--- src/rtl/silife_grid_sync_initiator.sv ---
// Initiator side of the SiLife grid edge exchange: serialises a local edge row
// plus edge bit over a generated sync clock and captures the responder's row.
module silife_grid_sync_initiator #(
    parameter int WIDTH   = 32,
    parameter int CLK_DIV = 4
) (
    input  logic             clk,
    input  logic             reset_n,
    input  logic             i_start,
    output logic             o_busy,
    output logic             o_done,
    input  logic             i_edge,
    input  logic [WIDTH-1:0] i_cells,
    output logic             o_edge,
    output logic [WIDTH-1:0] o_cells,
    output logic             o_sync_clk_syn,
    output logic             o_sync_active_syn,
    output logic             o_sync_out_syn,
    input  logic             i_sync_in_syn
);

    localparam int JW = $clog2(WIDTH) + 1;
    localparam int CW = $clog2(CLK_DIV);

    typedef enum logic [1:0] {
        ST_IDLE = 2'd0,
        ST_LOW  = 2'd1,
        ST_HIGH = 2'd2,
        ST_TAIL = 2'd3
    } state_t;

    state_t           state_r;
    logic [CW-1:0]    cnt_r;
    logic [JW-1:0]    j_r;
    logic [WIDTH:0]   tx_r;
    logic [WIDTH-1:0] rx_r;
    logic             sync_q1_r;
    logic             sync_q2_r;
    logic             busy_r;
    logic             done_r;
    logic             edge_r;
    logic [WIDTH-1:0] cells_r;
    logic             sclk_r;
    logic             active_r;
    logic             sout_r;
    logic             phase_last_s;

    // Frame bit j of the TX shadow; index WIDTH is the edge bit.
    function automatic logic tx_bit(input logic [WIDTH:0] vec, input logic [JW-1:0] idx);
        logic b;
        b = 1'b0;
        for (int k = 0; k <= WIDTH; k++) begin
            if (idx == JW'(k)) begin
                b = vec[k];
            end
        end
        return b;
    endfunction

    assign phase_last_s      = (cnt_r == CW'(CLK_DIV - 1));
    assign o_busy            = busy_r;
    assign o_done            = done_r;
    assign o_edge            = edge_r;
    assign o_cells           = cells_r;
    assign o_sync_clk_syn    = sclk_r;
    assign o_sync_active_syn = active_r;
    assign o_sync_out_syn    = sout_r;

    // Two-flop synchronizer for the responder's serial data.
    always_ff @(posedge clk) begin
        if (!reset_n) begin
            sync_q1_r <= 1'b0;
            sync_q2_r <= 1'b0;
        end else begin
            sync_q1_r <= i_sync_in_syn;
            sync_q2_r <= sync_q1_r;
        end
    end

    // Exchange FSM with registered sync-line and result outputs.
    always_ff @(posedge clk) begin
        if (!reset_n) begin
            state_r  <= ST_IDLE;
            cnt_r    <= '0;
            j_r      <= '0;
            tx_r     <= '0;
            rx_r     <= '0;
            busy_r   <= 1'b0;
            done_r   <= 1'b0;
            edge_r   <= 1'b0;
            cells_r  <= '0;
            sclk_r   <= 1'b0;
            active_r <= 1'b0;
            sout_r   <= 1'b0;
        end else begin
            done_r <= 1'b0;
            case (state_r)
                ST_IDLE: begin
                    if (i_start) begin
                        tx_r     <= {i_edge, i_cells};
                        j_r      <= '0;
                        cnt_r    <= '0;
                        state_r  <= ST_LOW;
                        busy_r   <= 1'b1;
                        active_r <= 1'b1;
                        sclk_r   <= 1'b0;
                        sout_r   <= i_cells[0];
                    end else begin
                        cnt_r <= '0;
                    end
                end
                ST_LOW: begin
                    if (phase_last_s) begin
                        cnt_r   <= '0;
                        state_r <= ST_HIGH;
                        sclk_r  <= 1'b1;
                        // Responder bit j-1 has settled since falling edge j.
                        for (int k = 0; k < WIDTH; k++) begin
                            if (j_r == JW'(k + 1)) begin
                                rx_r[k] <= sync_q2_r;
                            end
                        end
                    end else begin
                        cnt_r <= cnt_r + CW'(1);
                    end
                end
                ST_HIGH: begin
                    if (phase_last_s) begin
                        cnt_r  <= '0;
                        sclk_r <= 1'b0;
                        if (j_r == JW'(WIDTH)) begin
                            state_r <= ST_TAIL;
                            sout_r  <= 1'b0;
                        end else begin
                            state_r <= ST_LOW;
                            j_r     <= j_r + JW'(1);
                            sout_r  <= tx_bit(tx_r, j_r + JW'(1));
                        end
                    end else begin
                        cnt_r <= cnt_r + CW'(1);
                    end
                end
                ST_TAIL: begin
                    if (phase_last_s) begin
                        cnt_r    <= '0;
                        j_r      <= '0;
                        state_r  <= ST_IDLE;
                        busy_r   <= 1'b0;
                        active_r <= 1'b0;
                        done_r   <= 1'b1;
                        cells_r  <= rx_r;
                        edge_r   <= sync_q2_r;
                    end else begin
                        cnt_r <= cnt_r + CW'(1);
                    end
                end
                default: begin
                    state_r  <= ST_IDLE;
                    cnt_r    <= '0;
                    j_r      <= '0;
                    busy_r   <= 1'b0;
                    active_r <= 1'b0;
                    sclk_r   <= 1'b0;
                    sout_r   <= 1'b0;
                end
            endcase
        end
    end

endmodule
--- config.mk ---
export PLATFORM = sky130hd
export DESIGN_NAME = silife_grid_sync_initiator
export DESIGN_NICKNAME = d
export VERILOG_FILES = /design/src/rtl/silife_grid_sync_initiator.sv
export SDC_FILE = /design/constraint.sdc
export NUM_CORES = 1
export LEC_CHECK = 0
export BUFFER_PORTS_ARGS = -buffer_cell sky130_fd_sc_hd__buf_4
export CORE_MARGIN = 5
export CORE_UTILIZATION = 55
export CTS_CLUSTER_DIAMETER = 40
export DETAILED_ROUTE_END_ITERATION = 6
export PLACE_DENSITY = 0.86
export SLEW_MARGIN = 10
export SYNTH_ARGS = -nofsm -noshare
export SYNTH_HDL_FRONTEND = slang
export SYNTH_SLANG_ARGS = --single-unit
--- constraint.sdc ---
create_clock -name clk -period 4.4 [get_ports clk]
set_input_delay 0.66 -clock clk [delete_from_list [all_inputs] [get_ports clk]]
set_output_delay 0.66 -clock clk [all_outputs]
set_load 0.02 [all_outputs]
# ---- Yosys cells after proc, flatten, opt, wreduce, memory -nomap -nowiden
# Cells that the tools add are included.
dict set report word_totals {
  regBits 114
  inputBits 37
  output_inout_bits 38
  wordCells 223
}
dict set report op_classes {
  n_addsub 2
  n_eq_ne 73
  mux 57
  n_reduce_logical 47
}
# cell n
set ops {}
lappend ops {{6-bit by 5-bit == test with 1-bit output, second input constant} 32}
lappend ops {{3-bit AND reduction} 34}
lappend ops {{6-bit by 4-bit == test with 1-bit output, second input constant} 16}
lappend ops {{6-bit by 3-bit == test with 1-bit output, second input constant} 8}
lappend ops {{1-bit 2-to-1 mux} 41}
lappend ops {{6-bit by 2-bit == test with 1-bit output, second input constant} 4}
lappend ops {{6-bit 2-to-1 mux} 4}
lappend ops {{6-bit case mux with 3 select lines} 1}
lappend ops {{6-bit by 1-bit == test with 1-bit output, second input constant} 2}
lappend ops {{6-bit == test, second input constant} 2}
lappend ops {{2-bit 2-to-1 mux} 6}
lappend ops {{2-bit inequality test, second input constant} 5}
lappend ops {{2-bit case mux with 4 select lines} 1}
lappend ops {{4-bit AND reduction} 2}
lappend ops {{6-bit by 1-bit adder with 6-bit output, second input constant} 1}
lappend ops {{2-bit == test, second input constant} 3}
lappend ops {{6-bit zero test} 1}
lappend ops {{2-bit AND reduction} 3}
lappend ops {{3-bit nonzero test} 2}
lappend ops {{5-bit AND reduction} 1}
lappend ops {{1-bit case mux with 2 select lines} 2}
lappend ops {{2-bit case mux with 2 select lines} 1}
lappend ops {{2-bit nonzero test} 2}
lappend ops {{1-bit case mux with 3 select lines} 1}
lappend ops {{other kinds (4)} 4}

# ---- Depth between registers and ports, before layout
dict set report depth {
  word_depth 38
  ltp_mapped 11
  mapped_depth_nobuf 9
}

# ---- Least setup slack after synthesis
# OpenSTA, ideal clock, no wires.
dict set report synth_timing {
  path_type {register to register}
  from {register j_r[1]}
  to {register sout_r (netlist: o_sync_out_syn)}
  setup_ps 138
  arrival_time_ps 2056
  required_ps 4262
  slack_ps 2206
  path_stages_with_launch 10
  n_path_buf 1
  synth_period_minus_slack_ps 2194
  cell_sequence {dfxtp_1 -> ha_1 -> buf_2 -> xor2_1 -> mux2_2 -> a22oi_1 -> nor2_1 -> and3_1 -> o211ai_1 -> o211ai_2}
}
dict set report synth_between {
  elab_chain_len 38
  word_cells_on_any_way 71
  classes_between {add/sub: 1; eq/ne: 33; mux: 36; reduce/logical: 1}
}
# element line
set synth_lines {}
lappend synth_lines {{start: declaration} 34} ;# logic [JW-1:0] j_r;
lappend synth_lines {{start signal: assignment} 136} ;# j_r <= j_r + JW'(1);
lappend synth_lines {{6-bit by 1-bit adder with 6-bit output} 137} ;# sout_r <= tx_bit(tx_r, j_r + JW'(1));
lappend synth_lines {{6-bit zero test} 53} ;# if (idx == JW'(k)) begin
lappend synth_lines {{1-bit 2-to-1 mux (33 in a row)} 53}
lappend synth_lines {{1-bit 2-to-1 mux (*)} 131} ;# if (j_r == JW'(WIDTH)) begin
lappend synth_lines {{1-bit 2-to-1 mux (*)} 128} ;# if (phase_last_s) begin
lappend synth_lines {{1-bit case mux with 2 select lines (*)} 97} ;# case (state_r)
lappend synth_lines {{end signal: assignment} 107} ;# sout_r <= i_cells[0];
lappend synth_lines {{end signal: assignment} 137}
lappend synth_lines {{end: declaration} 45} ;# logic sout_r;
# Every way passes the cells marked *; elsewhere a longest branch is shown, timed or not. The select of a mux whose other input is x is not followed.
# A chain may end at the register's enable or synchronous reset.

# ---- Worst setup path after layout
dict set report layout_timing {
  from {register j_r[0]}
  to {register sout_r (netlist: o_sync_out_syn)}
}
# Same word-level chain as after synthesis.

==> metrics <==
outcome complete, no violations; Final Setup Violations 0; CP bufs+invs 0; total negative slack 0 ns; gr usage total 21.1%; I/O pin count 75; Filler cells 825; Power Density 378 mW/mm^2; Worst EP required about 4.8 ns; Iter 0 DRT Violations 289; area of the mapped netlist approximately 0.0056 mm^2; GRT overflow 0; crit path DAT 3.35 ns; vias in the first global route ~4,600; CP max-delay cell ha_1; Max FO, Critical Path 27; syn_nets between 700 and 800; Worst slew margin ~23%; hold_buf cts 0; post-route clock skew 0.00680 ns; RSZ-0062 raised after global routing no; Die Ht ~110 um; first-pass GRT wire length around 22,000 um; crit start category flip-flop; count of cell types in the netlist 67; CTS H-tree lvls 4; Clock Latency Late Sink approximately 0.53 ns; count leader, synth nand2_1; Post-synth EDFFs 0; final hold violation count 0; cell-by-cell listing of the critical path ha_1, xor2_1, mux2_2, a22oi_1, nor2_1, and3_1, o211ai_1, o211ai_2; clock network power share 52.6%; Max stage delay on crit path roughly 0.85 ns; synth cell count leaders 185 x nand2_1, 114 x dfxtp_1, 82 x a21boi_0; Yosys reg bits roughly 110; Post-synth top flop dfxtp_1; Final WS setup ~1.4 ns; Routed WL 13,100 um; CTS buffer count 17; Routed WL per cell 15.0 um; DR vias 4,896; crit path kind reg -> reg; total core area 0.00982 mm^2; Std-Cell Rows 36; CP endpoint kind flip-flop; initial antenna violation count 0; Int Power 1960 uW; hold crit path type in -> reg; root buf cell clkbuf_8; Place WS 1.52 ns; Worst path top cell family by delay adder cells; postcts setup bufs 0; maximum clock rate around 0.34 GHz; Post-Synthesis Cells 689; DR vias/cell 5.62; GPL Wtd Cong 0.881; largest net degree at the start of global routing 115; share of cells above drive strength 1 between 10% and 20%; post-CTS sizing 0; Final period util about two thirds; DRC 0; Yosys warnings 0; clock buffer depth 2; die width 111 um; Sw Share 21.8%; DR pass1 iterations 6; asr flop ratio synth 0%; P&R area growth vs syn 18.8%; Seq pwr share 42.9%; ANT nets after route 0; die area 0.0123 mm^2; sequential fraction of the synthesis area 40.9%; Final min period between 2 and 3 ns; DP Wirelength 8710 um; worst vdd ir 0.262 mV; combinational share of power about 4.5%; Max-Cap Viols 0; I/O Buffers 74; Synth top area share between 40% and 50%; fin nets 769; P_sw about 550 uW; ant diodes 0; most area-hungry cell type in the Yosys netlist dfxtp_1; leakage 0.00249 uW; CTS tree done; Final Slew Violations 0; Clock Sinks approximately 110; average cell area after synthesis between 8 and 9 um^2; worst-margin pin slew 1.16 ns; Initial Utilization 56.8%; clock slew at reported path FFs 0.05 ns; top cells by area, synth dfxtp_1 41%, nand2_1 12%, a21boi_0 11%
-- flip-flops by register name, summed over array words and instances, names as in the netlist --
| signal | cells |
|---|---|
| tx_r | 33 |
| o_cells | 32 |
| rx_r | 32 |
| j_r | 6 |
| cnt_r | 2 |
| state_r | 2 |
| o_done | 1 |
| o_edge | 1 |
| o_sync_active_syn | 1 |
| o_sync_clk_syn | 1 |
| o_sync_out_syn | 1 |
| sync_q1_r | 1 |
| sync_q2_r | 1 |
-- layout make-up --
| type | instances | area [um^2] | area share, % |
|---|---|---|---|
| multi-input cells | 510 | 3000 | 45.4 |
| inverters | 6 | 22.5 | 0.340 |
| clock inverters | 9 | 106 | 1.61 |
| repair buffers | 77 | 578 | 8.73 |
| clock buffers | 22 | 463 | 6.99 |
| well taps | 133 | 166 | 2.51 |
| flip-flops and latches | 114 | 2280 | 34.5 |
-- logic make-up (layout without fill, tap and decap cells) --
kind of cell / count (synthesis) / in the layout / share of synthesized area [%]
simple gates: 316 / 316 / 26.3
compound gates: 162 / 162 / 21.5
flops: 114 / 114 / 40.9
buf+inv: 65 / 114 / 5.27
mux: 22 / 22 / 3.99
fa+ha+maj: 6 / 6 / 1.35
xor+xnor: 4 / 4 / 0.628
-- cell usage in the layout, fill, tap and decap left out, types with 11 or more instances in the layout --
cell / synthesis / final
nand2b_1: 11 / 11
mux2i_1: 20 / 20
a21oi_1: 19 / 19
clkbuf_16: 0 / 16
nand3_1: 32 / 31
dfxtp_1: 114 / 114
nor2_1: 20 / 20
buf_4: 3 / 77
a21boi_0: 82 / 82
nor2b_1: 27 / 27
nand2_1: 185 / 185
-- metal layers --
metal	vias up	share of wire, %	routed length [um]	track usage [%]
met5	-	0	0	0
met4	0	1.7	224	9.52
met3	22	5.1	664	5.51
met2	145	48	6260	34.0
met1	2300	45	5940	26.5
li1	2429	-	-	-
-- final timing paths --
kind | slack, ns | end | from | cells after the start
setup / recovery | 1.44 | o_sync_out_syn | j_r[0] | 8
hold / removal | 0.34 | sync_q1_r | i_sync_in_syn | 2
setup reg to reg | 1.44 | o_sync_out_syn | j_r[0] | 8
hold reg to reg | 0.43 | cnt_r[0] | cnt_r[0] | 1
-- power by group through the flow --
stage	clock network [uW]	registers (uW)	logic, uW
after global routing	1380	1080	126
after detailed placement	0	1100	113
final	1320	1070	113
after CTS	1330	1070	113
after global placement	0	1090	109
after floorplan	0	1090	77.4
-- per-stage QoR --
step / utilization (%) / power [uW] / instances / area, um^2 / hold slack, ns
floorplan: - / 1160 / 689 / 5580 / 0.407
CTS: 67.4 / 2520 / 871 / 6620 / 0.322
detailed placement: 61.6 / 1210 / 840 / 6050 / 0.430
global route: 67.4 / 2580 / 871 / 6620 / 0.339
global placement: 61.6 / 1200 / 840 / 6050 / 0.414
finish: 67.4 / 2500 / 871 / 6620 / 0.343
Note: power is estimated with default switching activity, not from simulation.
